`src/rtl/imm_gen_pkg.sv`:
```
// imm_gen_pkg: opcode constants and immediate format encoding
// shared by the immediate decoder and the buffered top level.
package imm_gen_pkg;

    localparam logic [6:0] OPC_LOAD   = 7'b0000011;
    localparam logic [6:0] OPC_OP_IMM = 7'b0010011;
    localparam logic [6:0] OPC_AUIPC  = 7'b0010111;
    localparam logic [6:0] OPC_STORE  = 7'b0100011;
    localparam logic [6:0] OPC_OP     = 7'b0110011;
    localparam logic [6:0] OPC_LUI    = 7'b0110111;
    localparam logic [6:0] OPC_BRANCH = 7'b1100011;
    localparam logic [6:0] OPC_JALR   = 7'b1100111;
    localparam logic [6:0] OPC_JAL    = 7'b1101111;
    localparam logic [6:0] OPC_SYSTEM = 7'b1110011;

    typedef enum logic [2:0] {
        FMT_I    = 3'd0,
        FMT_S    = 3'd1,
        FMT_B    = 3'd2,
        FMT_U    = 3'd3,
        FMT_J    = 3'd4,
        FMT_Z    = 3'd5,
        FMT_NONE = 3'd7
    } imm_fmt_e;

endpackage

```
`src/rtl/imm_gen_dec.sv`:
```
// imm_gen_dec: combinational RISC-V immediate decoder.
// Define IMM_GEN_ZICSR_EN to decode SYSTEM as CSR zimm.
module imm_gen_dec
    import imm_gen_pkg::*;
#(
    parameter int XLEN = 32
) (
    input  logic [31:0]     instr,
    output logic [XLEN-1:0] imm,
    output imm_fmt_e        fmt,
    output logic            illegal
);

    logic [6:0]  opc;
    logic [11:0] i_imm;
    logic [11:0] s_imm;
    logic [12:0] b_imm;
    logic [20:0] j_imm;
    logic [31:0] u_imm;
    logic [4:0]  z_imm;

    assign opc   = instr[6:0];
    assign i_imm = instr[31:20];
    assign s_imm = {instr[31:25], instr[11:7]};
    assign b_imm = {instr[31], instr[7], instr[30:25],
                    instr[11:8], 1'b0};
    assign j_imm = {instr[31], instr[19:12], instr[20],
                    instr[30:21], 1'b0};
    assign u_imm = {instr[31:12], 12'b0};
    assign z_imm = instr[19:15];

    // select format by opcode and extend the matching field
    always_comb begin
        imm     = '0;
        fmt     = FMT_NONE;
        illegal = 1'b0;
        unique case (1'b1)
            opc == OPC_LOAD,
            opc == OPC_OP_IMM,
            opc == OPC_JALR: begin
                fmt = FMT_I;
                imm = XLEN'($signed(i_imm));
            end
            opc == OPC_STORE: begin
                fmt = FMT_S;
                imm = XLEN'($signed(s_imm));
            end
            opc == OPC_BRANCH: begin
                fmt = FMT_B;
                imm = XLEN'($signed(b_imm));
            end
            opc == OPC_LUI,
            opc == OPC_AUIPC: begin
                fmt = FMT_U;
                imm = XLEN'($signed(u_imm));
            end
            opc == OPC_JAL: begin
                fmt = FMT_J;
                imm = XLEN'($signed(j_imm));
            end
`ifdef IMM_GEN_ZICSR_EN
            opc == OPC_SYSTEM: begin
                fmt = FMT_Z;
                imm = XLEN'(z_imm);
            end
`else
            opc == OPC_SYSTEM: begin
                illegal = 1'b1;
            end
`endif
            opc == OPC_OP: begin
                fmt = FMT_NONE;
            end
            default: begin
                illegal = 1'b1;
            end
        endcase
    end

endmodule

```
`src/rtl/imm_gen_pipe.sv`:
```
// imm_gen_pipe: decodes immediates and branch targets at accept
// time into a DEPTH-entry FIFO. Optional macro: IMM_GEN_ZICSR_EN.
module imm_gen_pipe
    import imm_gen_pkg::*;
#(
    parameter int XLEN  = 32,
    parameter int DEPTH = 2
) (
    input  logic            clk,
    input  logic            rst_n,
    input  logic            in_valid,
    output logic            in_ready,
    input  logic [31:0]     instr,
    input  logic [XLEN-1:0] pc,
    output logic            out_valid,
    input  logic            out_ready,
    output logic [XLEN-1:0] imm_ext,
    output logic [XLEN-1:0] target,
    output logic [2:0]      imm_fmt,
    output logic            illegal
);

    localparam int PW = (DEPTH > 1) ? $clog2(DEPTH) : 1;
    localparam int CW = $clog2(DEPTH + 1);
    localparam logic [PW-1:0] LAST = PW'(DEPTH - 1);

    logic [PW-1:0]   wr_ptr;
    logic [PW-1:0]   rd_ptr;
    logic [CW-1:0]   count;
    logic [XLEN-1:0] imm_mem [DEPTH];
    logic [XLEN-1:0] tgt_mem [DEPTH];
    imm_fmt_e        fmt_mem [DEPTH];
    logic            ill_mem [DEPTH];

    logic [XLEN-1:0] dec_imm;
    imm_fmt_e        dec_fmt;
    logic            dec_ill;
    logic            push;
    logic            pop;

    imm_gen_dec #(.XLEN(XLEN)) u_dec (
        .instr   (instr),
        .imm     (dec_imm),
        .fmt     (dec_fmt),
        .illegal (dec_ill)
    );

    assign in_ready  = (count < CW'(DEPTH));
    assign out_valid = (count != '0);
    assign push      = in_valid && in_ready;
    assign pop       = out_valid && out_ready;

    assign imm_ext = imm_mem[rd_ptr];
    assign target  = tgt_mem[rd_ptr];
    assign imm_fmt = fmt_mem[rd_ptr];
    assign illegal = ill_mem[rd_ptr];

    // pointer and occupancy bookkeeping
    always_ff @(posedge clk or negedge rst_n) begin
        if (!rst_n) begin
            wr_ptr <= '0;
            rd_ptr <= '0;
            count  <= '0;
        end else begin
            if (push) begin
                wr_ptr <= (wr_ptr == LAST) ? '0 : wr_ptr + PW'(1);
            end
            if (pop) begin
                rd_ptr <= (rd_ptr == LAST) ? '0 : rd_ptr + PW'(1);
            end
            case ({push, pop})
                2'b10:   count <= count + CW'(1);
                2'b01:   count <= count - CW'(1);
                default: count <= count;
            endcase
        end
    end

    // entry storage; cleared on reset so outputs read zero
    always_ff @(posedge clk or negedge rst_n) begin
        if (!rst_n) begin
            for (int k = 0; k < DEPTH; k++) begin
                imm_mem[k] <= '0;
                tgt_mem[k] <= '0;
                fmt_mem[k] <= FMT_I;
                ill_mem[k] <= 1'b0;
            end
        end else if (push) begin
            imm_mem[wr_ptr] <= dec_imm;
            tgt_mem[wr_ptr] <= pc + dec_imm;
            fmt_mem[wr_ptr] <= dec_fmt;
            ill_mem[wr_ptr] <= dec_ill;
        end
    end

endmodule

```
`config.mk`:
```
export PLATFORM = sky130hd
export DESIGN_NAME = imm_gen_pipe
export DESIGN_NICKNAME = d
export VERILOG_FILES = /design/src/rtl/imm_gen_pkg.sv /design/src/rtl/imm_gen_dec.sv /design/src/rtl/imm_gen_pipe.sv
export SDC_FILE = /design/constraint.sdc
export NUM_CORES = 1
export LEC_CHECK = 0
export ABC_AREA = 1
export CAP_MARGIN = 15
export CORE_UTILIZATION = 30
export DETAILED_ROUTE_END_ITERATION = 7
export MAX_ROUTING_LAYER = met4
export PLACE_DENSITY = 0.61
export SYNTH_ARGS = -nofsm -noshare
export SYNTH_HDL_FRONTEND = slang
export SYNTH_SLANG_ARGS = --single-unit
```
`constraint.sdc`:
```
create_clock -name clk -period 2.1 [get_ports clk]
set_input_delay 0.21 -clock clk [delete_from_list [all_inputs] [get_ports clk]]
set_output_delay 0.21 -clock clk [all_outputs]
set_load 0.005 [all_outputs]
```
==> results.ini, run 1 <==
[cts]
htree_levels=4
cts.sinks=140
cts_buffers=17
cts-root-buf=clkbuf_16
clk_latency_ns=0.44
clockBufferDepth=2
clkTransAtPathRegs_ns=0.06
cts_tree=yes

[synth]
synth_nets=1421
avgSynthCellArea_um2=6.61
ys.warnings.count=0
synth.most_common_cell=nand2_1
ys_seq_area_share_pct=40.1
synth-seq-cells=140
synth_common_cells=656 x nand2_1, 143 x inv_1, 140 x dfrtp_1
synth_top_area_share_pct=40.1
ys_types=36
synth_ff_type=dfrtp_1
synthesis.instances=1320
ys_top_cells_by_area=dfrtp_1 40%, nand2_1 28%, inv_1 6.1%
synth_top_area_cell=dfrtp_1
netlist_area_mm2=0.00873
synth_edf_count=0
ys_async_sr_fraction_pct=100

[global_route]
grt_pass1_vias=9322
grt-ovfl-total=0
grt_usage_pct=22.3
grt_max_degree=65
grt_pass1_wl_um=50400
antenna_found_initial=0

[finish]
final-seq-area_mm2=0.00351
area_growth_pct=72.7
fin_area_mm2=0.0151
antenna_cells=0
drive_above_1_share_pct=36.0
final_cells=2041
nets=1745
fillers=2672
multi_input_area_mm2=0.00657

[worst_setup_path]
rrSetupSlack_ns=0.46
end_kind=flip-flop
critPathLaunchType=primary input
cp_data_required_time_ns=2.47
worstSetupPathType=primary input to flip-flop
regToRegEndpoint=count[1]
path_max_fanout=5
reg2regPathDepth=7
worstPathArrival_ns=2.56
r2r-start=count[0]

[floorplan]
coreArea_mm2=0.0287
die_y_um=173
die_area_mm2=0.0298
rows=62
initial_utilization_pct=30.4
pin_count=138
die_w_um=173

[sta]
skew_ns=0.00546
fmax_ghz=0.458
hold_viol=0
max_slew_margin_pct=66.0
finalCritPeriodShare_pct=104
setup_ws_ns=-0.0850
finalSetupViolCount=32
tns_ns=-0.886
worstMarginPinSlew_ns=0.510
slew_violations=0
period_minus_slack_ns=2.19
holdWs_ns=0.211
rsz0062_at_grt=true

[routing]
drt-initial-drc-count=642
routedWlPerCell_um=16.1
firstDrtPassIters=5
drc=0
drt-total-wl_um=32800
drtAntennaViolNets=0
via_per_inst=4.70
dr_total_vias=9585

[power_and_ir_drop]
irDropWorstVdd_mv=0.407
power_density_mw_per_mm2=827
leakagePower_nw=8.13

[worst_hold_path]
whs_path_depth=5
whs_endpoint=ill_mem[0]
hp-start=instr[5]
hp-class=primary input to flip-flop

[placement]
dp.cells=1954
post_dp_cell_area_mm2=0.0122
place_ws_ns=-1.22
io_buffers=137
hpwl_um=22800
gp_congestion=0.937

[status]
violations=setup timing
status=finished with violations

[flow_run]
cap_violations=0

[repair_timing]
item | 4_1_cts | 5_1_grt
pin swaps | 90 | 77
setup buffers | 28 | 25
cloned | 4 | 2
setup endpoints to repair | 128 | 77
hold endpoints to repair | 47 | 0
hold buffers | 1 | 0
resized for setup | 318 | 266
[per-layer routing]
metal	routed length [um]	track usage (%)	part of all wire, %	vias up
met5	0	-	0	-
li1	-	-	-	4740
met2	15500	35.3	47	251
met3	1210	2.90	3.7	46
met4	716	5.13	2.2	0
met1	15400	30.1	47	4548
[cells in the final DEF, fill, tap and decap left out, drive strengths merged, types with 5 or more instances in the layout]
| master | netlist | routed |
|---|---|---|
| clkinvlp | 0 | 5 |
| clkinv | 2 | 5 |
| dlygate4sd2 | 0 | 39 |
| ha | 32 | 32 |
| buf | 8 | 216 |
| clkbuf | 36 | 21 |
| inv | 146 | 153 |
| dfrtp | 140 | 140 |
| xnor2 | 11 | 11 |
| clkdlybuf4s15 | 0 | 6 |
| clkdlybuf4s50 | 0 | 61 |
| nor2 | 47 | 47 |
| o21ai | 101 | 101 |
| nand2 | 667 | 669 |
| nand3 | 70 | 70 |
| dlymetal6s2s | 0 | 20 |
| nand3b | 5 | 5 |
| a21oi | 25 | 25 |
[logic make-up after synthesis]
| kind of cell | Yosys count | synth area share, % |
|---|---|---|
| fa+ha+maj | 33 | 4.82 |
| buf+inv | 192 | 8.38 |
| xor+xnor | 15 | 1.50 |
| flops | 140 | 40.1 |
| simple gates | 802 | 36.6 |
| compound gates | 138 | 8.59 |
[area by class of cell]
cell class	instances	share of cell area [%]
inverter	148	3.98
multi-input combinational	990	43.6
sequential	140	23.3
clock inverter	15	0.863
timing repair buffer	347	22.3
clock buffer	17	2.82
tap	384	3.19
[registers in the layout (all words and copies together) (netlist names)]
| name | count |
|---|---|
| imm_mem | 64 |
| ill_mem | 2 |
| wr_ptr | 1 |
| fmt_mem | 6 |
| rd_ptr | 1 |
| tgt_mem | 64 |
| count | 2 |
[where the power goes]
part / leakage (nW) / internal (mW) / switching, mW
clock: 0.263 / 1.55 / 1.37
combinational: 6.04 / 2.56 / 2.95
sequential: 1.83 / 3.55 / 0.480
[through the flow]
stage               util [%]  power, mW
floorplan                  -       6.26
global placement        42.5       8.85
detailed placement      42.5       8.92
CTS                     48.1       12.0
global route            52.5       13.3
finish                  52.5       12.5
[critical path, stage by stage]
cell and delay (ns):
buf_8 0.11, clkinv_8 0.03, nand2_4 0.04, nor2_4 0.15
nand2_2 0.10, nand2_4 0.09, a31oi_4 0.05, buf_4 0.15
buf_8 0.13, o21ai_4 0.15, inv_2 0.07, fa_2 0.36
inv_2 0.07, nand3_2 0.08, nand3_4 0.12, nand2_2 0.07
nand2_2 0.10, nand3_2 0.10, nand4_1 0.21, nand3_2 0.08
nand2_1 0.08
[how the worst max path moves through the flow]
stage	startpoint	end	slack [ns]	cells after the start
final	instr[4]	tgt_mem[56]	-0.09	21
after global routing	instr[4]	tgt_mem[56]	-0.19	21
after CTS	rd_ptr	imm_ext[13]	-0.11	4
after detailed placement	instr[4]	tgt_mem[43]	-1.22	18
after global placement	instr[4]	tgt_mem[53]	-1.18	19
after floorplan	instr[4]	tgt_mem[60]	-0.14	20
No activity file was read; power rests on OpenSTA's default activity.
==> run 2: changes to the inputs <==
- CORE_UTILIZATION: 30 -> 29
- PLACE_DENSITY: 0.61 -> 0.59
==> results.ini, run 2 (synthesized netlist as in run 1, its figures left out) <==
[sta]
skew_ns=0.0107  ; +0.00527 ns
finalSetupViolCount=24  ; -25%
setup_ws_ns=-0.0859  ; -0.000905 ns
tns_ns=-0.702  ; +0.184 ns
fmax_ghz=0.457  ; about the same
rsz0062_at_grt=true
hold_viol=0  ; unchanged
finalCritPeriodShare_pct=104  ; about the same
max_slew_margin_pct=65.7  ; -0.25 points
holdWs_ns=0.203  ; -0.00748 ns
slew_violations=0  ; unchanged
worstMarginPinSlew_ns=0.514  ; +0.00370 ns
period_minus_slack_ns=2.19  ; +0.000905 ns

[global_route]
grt_max_degree=76  ; +17%
antenna_found_initial=0  ; unchanged
grt_usage_pct=21.5  ; -0.82 points
grt_pass1_wl_um=49300  ; -2.3%
grt_pass1_vias=9191  ; -1.4%
grt-ovfl-total=0  ; unchanged

[worst_setup_path]
worstSetupPathType=primary input to flip-flop
reg2regPathDepth=7  ; unchanged
crit_top_cell=nand2_4
critPathLaunchType=primary input
cp_slowest_stage_delay_ns=0.29  ; -0.07 ns
end_kind=flip-flop
path_max_fanout=4  ; -1
critPathSlowestCell=or2_2
r2r-start=count[0]
regToRegEndpoint=count[1]
worstPathArrival_ns=2.49  ; -0.07 ns
rrSetupSlack_ns=0.45  ; about the same
cp_cell_sequence=buf_8 > nand2_8 > nor2_4 > nand2_2 > nand2_4 > a31oi_4 > nand2_4 > buf_6 > nand2_4 > inv_2 > ha_4 > nand2_4 > inv_1 > nand2_1 > nand2_2 > a21oi_2 > nand2_4 > or2_2 > nand3_1 > o21ai_0
cp_data_required_time_ns=2.41  ; -0.06 ns

[floorplan]
rows=63  ; +1.6%
pin_count=138  ; unchanged
die_y_um=176  ; +1.7%
die_area_mm2=0.0308  ; +3.4%
die_w_um=176  ; +1.7%
initial_utilization_pct=29.5  ; -0.96 points
coreArea_mm2=0.0296  ; +3.3%

[cts]
cts.sinks=140  ; unchanged
clkTransAtPathRegs_ns=0.07  ; about the same
cts-root-buf=clkbuf_16
clk_latency_ns=0.44  ; about the same
htree_levels=4  ; unchanged
clockBufferDepth=2  ; unchanged
cts_buffers=17  ; unchanged
cts_tree=yes

[finish]
antenna_cells=0  ; unchanged
final_cells=2027  ; -0.69%
area_growth_pct=68.1
layout.cells.most_common=nand2_1
fin_area_mm2=0.0147  ; -2.7%
fin_util_pct=49.5  ; -3.0 points
final-seq-area_mm2=0.00351  ; unchanged
drive_above_1_share_pct=32.9  ; -3.0 points
multi_input_area_mm2=0.00620  ; -5.7%
nets=1725  ; -1.1%
top_regs=imm_mem: 64 flops, tgt_mem: 64 flops, fmt_mem: 6 flops
layout_common_cells=549 x nand2_1, 154 x buf_4, 139 x dfrtp_1, 118 x inv_1, 75 x nand2_2
fillers=2853  ; +6.8%

[routing]
drc=0  ; unchanged
firstDrtPassIters=5  ; unchanged
routedWlPerCell_um=16.3  ; +1.1%
drtAntennaViolNets=0  ; unchanged
drt-initial-drc-count=628  ; -2.2%
drt-total-wl_um=33000  ; +0.45%
via_per_inst=4.71  ; +0.26%
dr_total_vias=9544  ; -0.43%

[placement]
post_dp_cell_area_mm2=0.0120  ; -1.4%
place_ws_ns=-1.16  ; +0.0589 ns
hpwl_um=23000  ; +1.2%
dp.cells=1943  ; -0.56%
io_buffers=137  ; unchanged
gp_congestion=0.916  ; -2.2%

[power_and_ir_drop]
power_mw=12.9  ; +3.4%
leakagePower_nw=8.19  ; +0.72%
irDropWorstVdd_mv=0.403  ; -1.1%
power_density_mw_per_mm2=879  ; +6.3%

[status]
status=finished with violations
violations=setup timing

[flow_run]
cap_violations=0  ; unchanged

[worst_hold_path]
hp-class=primary input to flip-flop
whs_endpoint=ill_mem[0]
whs_path_depth=5  ; unchanged
hp-start=instr[5]

[run 2: cell count changes in the layout (fill, tap and decap cells not counted), moves of 6 or more]
| cell | change |
|---|---|
| a21oi_2 | +10 |
| dlymetal6s2s_1 | +32 |
| clkdlybuf4s15_1 | -6 |
| nand3_1 | +8 |
| nand2_1 | +25 |
| a21oi_1 | -6 |
| nand2_4 | -20 |
| nand2_2 | -7 |
| nor2_2 | +6 |
| dlygate4sd2_1 | -22 |
| buf_4 | -10 |
| nor2_4 | -6 |
| inv_2 | -6 |
[run 2: timing repair]
| action | in CTS | in global routing |
|---|---|---|
| buffers inserted | 18 | 30 |
| pin swaps | 84 | 88 |
| setup endpoints to repair | 129 | 106 |
| cloned | 3 | 5 |
| resized for setup | 241 | 249 |
| hold buffers | 1 | 0 |
| endpoints found under the hold margin | 44 | 0 |
[run 2: area by class of cell]
type / count / share of cell area [%]
sequential: 140 / 23.9
multi-input combinational: 989 / 42.2
clock buffer: 18 / 2.93
timing repair buffer: 328 / 22.5
inverter: 148 / 4.09
clock inverter: 14 / 1.03
tap: 390 / 3.33
[run 2: critical path: cells and delay by family]
family / cells / cell delay (ns)
AND/OR/NAND/NOR: 12 / 1.16
AO/OA/AOI/OAI: 3 / 0.45
buffers and inverters: 4 / 0.39
adder cells (fa/ha/maj): 1 / 0.27
[run 2: how the worst max path moves through the flow]
stage	startpoint	endpoint	slack, ns
floorplan	instr[4]	tgt_mem[60]	-0.14
global placement	instr[4]	tgt_mem[43]	-1.16
detailed placement	instr[4]	tgt_mem[43]	-1.16
CTS	rd_ptr	target[13]	-0.14
global route	instr[1]	tgt_mem[27]	-0.21
finish	instr[1]	tgt_mem[46]	-0.09
[run 2: where the power goes]
group	switching, mW	internal, mW
Sequential	0.429	3.55
Clock	1.40	1.68
Combinational	3.07	2.76
Total	4.90	8.00
[run 2: layer usage]
layer  GRT usage, %  share of wire (%)  wire, um  vias to the layer above
li1               -                  -         -                     4697
met1           29.3                 47     15400                     4530
met2           32.6                 46     15200                      280
met3           3.07                5.1      1680                       37
met4           7.03                2.0       656                        0
met5              -                  0         0                        -
==> run 3: changes to the inputs <==
- PLACE_DENSITY: 0.59 -> not set
==> results.ini, run 3 (synthesized netlist as in run 1, its figures left out) <==
[status]
status=finished with violations
violations=setup timing

[cts]
clkTransAtPathRegs_ns=0.07  ; about the same
cts-root-buf=clkbuf_16
cts_buffers=17  ; unchanged
clockBufferDepth=2  ; unchanged
clk_latency_ns=0.44  ; about the same
htree_levels=4  ; unchanged
cts.sinks=140  ; unchanged
cts_tree=yes

[floorplan]
die_area_mm2=0.0308  ; unchanged
initial_utilization_pct=29.5  ; unchanged
die_w_um=176  ; unchanged
pin_count=138  ; unchanged
die_y_um=176  ; unchanged
coreArea_mm2=0.0296  ; unchanged
rows=63  ; unchanged

[worst_setup_path]
critPathLaunchType=primary input
critPathTopFamily=simple AND/OR/NAND/NOR gates
end_kind=flip-flop
cp.buffers_inverters=5  ; +1
worstSetupPathType=primary input to flip-flop
cp_data_required_time_ns=2.43  ; +0.02 ns
path_max_fanout=6  ; +2
critPathSlowestCell=ha_4
rrSetupSlack_ns=0.44  ; about the same
crit_top_cell=nand2_2
cp_slowest_stage_delay_ns=0.22  ; -0.07 ns
worstPathArrival_ns=2.50  ; about the same
cp_cell_sequence=buf_8 > inv_8 > nand2_4 > nor2_4 > nand2_2 > nand2_4 > a31oi_4 > nand2_4 > nand2_2 > inv_1 > ha_4 > nand2_1 > inv_1 > a21oi_1 > nand2_2 > nand2_2 > nand2_4 > buf_6 > nand2_2 > nand3b_1 > nand3_1 > nand2_1

[global_route]
grt_usage_pct=21.5  ; +0.055 points
antenna_found_initial=0  ; unchanged
grt-ovfl-total=0  ; unchanged
grt_pass1_wl_um=49300  ; about the same
grt_pass1_vias=9025  ; -1.8%
grt_max_degree=64  ; -16%

[finish]
fillers=2979  ; +4.4%
nets=1722  ; -0.17%
fin_util_pct=47.7  ; -1.8 points
top_regs=imm_mem: 64 flops, tgt_mem: 64 flops, fmt_mem: 6 flops
area_growth_pct=62.0
antenna_cells=0  ; unchanged
drive_above_1_share_pct=28.8  ; -4.2 points
layout.cells.most_common=nand2_1
layout_common_cells=578 x nand2_1, 160 x buf_4, 139 x dfrtp_1, 126 x inv_1, 72 x clkdlybuf4s50_1

[routing]
drt-met1-wl_um=15400  ; about the same
drtAntennaViolNets=0  ; unchanged
routedWlPerCell_um=15.8  ; -2.9%
top_layer_used=met4
wl_met3_um=1500  ; -11%
met2_length_um=14600  ; -4.0%
dr_total_vias=9418  ; -1.3%
via_per_inst=4.65  ; -1.2%
drt-initial-drc-count=568  ; -9.6%
drt-total-wl_um=32000  ; -3.0%
drc=0  ; unchanged
firstDrtPassIters=5  ; unchanged

[power_and_ir_drop]
power_density_mw_per_mm2=897  ; +2.0%
irDropWorstVdd_mv=0.430  ; +6.7%
power_mw=12.7  ; -1.6%
leakagePower_nw=7.72  ; -5.7%

[sta]
fmax_ghz=0.459  ; +0.43%
worstMarginPinSlew_ns=0.508  ; -0.00594 ns
setup_ws_ns=-0.0765  ; +0.00944 ns
tns_ns=-1.33  ; -0.633 ns
holdWs_ns=0.228  ; +0.0248 ns
rsz0062_at_grt=true
max_slew_margin_pct=66.1  ; +0.40 points
slew_violations=0  ; unchanged
period_minus_slack_ns=2.18  ; -0.00944 ns
hold_viol=0  ; unchanged
finalCritPeriodShare_pct=104  ; -0.45 points
skew_ns=0.0109  ; +0.000155 ns
finalSetupViolCount=34  ; +42%

[placement]
gp_congestion=0.913  ; -0.28%
io_buffers=137  ; unchanged
hpwl_um=22600  ; -1.9%

[worst_hold_path]
hp-class=primary input to flip-flop

[flow_run]
cap_violations=0  ; unchanged

[run 3: cell types whose count changed in the layout (fill, tap and decap cells not counted), sizes merged]
cell | before | now
clkdlybuf4s50 | 59 | 72
bufinv | 1 | 2
dlygate4sd2 | 17 | 27
clkbuf | 24 | 21
clkinvlp | 5 | 4
buf | 193 | 192
dlymetal6s2s | 52 | 30
clkinv | 2 | 4
inv | 154 | 152
[run 3: worst reg2reg max path, stage by stage (launching register included)]
cell,delay (ns)
dfrtp_1,0.41
or2_2,0.30
nand2_1,0.11
inv_1,0.06
ha_1,0.30
a21oi_1,0.11
o21ai_0,0.11
xor2_1,0.15
[run 3: per-stage QoR]
| step | std cells | cell area (um^2) | setup slack, ns |
|---|---|---|---|
| after global placement | 1951 | 12100 | -1.11 |
| after detailed placement | 1951 | 12100 | -1.18 |
| after global routing | 2024 | 14100 | -0.238 |
| after floorplan | 1320 | 9200 | -0.135 |
| after CTS | 2006 | 13400 | -0.0755 |
| final | 2024 | 14100 | -0.0765 |
[run 3: what timing repair did]
action / CTS / global route
gates resized for setup: 225 / 147
pin swaps: 53 / 49
hold buffers: 1 / 0
endpoints found under the setup margin: 128 / 91
cloned: 2 / 3
buffers inserted: 20 / 18
endpoints found under the hold margin: 48 / 0
[run 3: where the power goes]
part	internal, mW	switching (mW)
Clock	1.80	1.33
Combinational	2.64	2.95
Sequential	3.55	0.415
Total	7.99	4.69
[run 3: final cells by class]
class                   instances  area (um^2)  share of cell area [%]
clock buffers                  18          439                    3.10
clock inverters                14          159                    1.12
multi-input cells             989         5850                    41.3
inverters                     148          592                    4.18
well taps                     390          488                    3.45
repair buffers                325         3120                    22.0
flip-flops and latches        140         3500                    24.8
[run 3: per-layer routing]
metal	global-route usage, %	up-vias
li1	-	4697
met1	29.5	4427
met2	33.6	264
met3	2.94	30
met4	4.78	0
met5	-	-
[run 3: path summary, 6_finish.rpt]
check,end,cells past startpoint,startpoint
hold reg to reg,tgt_mem[45],2,tgt_mem[45]
setup / recovery,tgt_mem[55],22,instr[4]
hold / removal,ill_mem[0],5,instr[5]
min in group asynchronous,imm_mem[18],2,rst_n
setup reg to reg,count[1],7,count[0]
max in group asynchronous,tgt_mem[59],3,rst_n
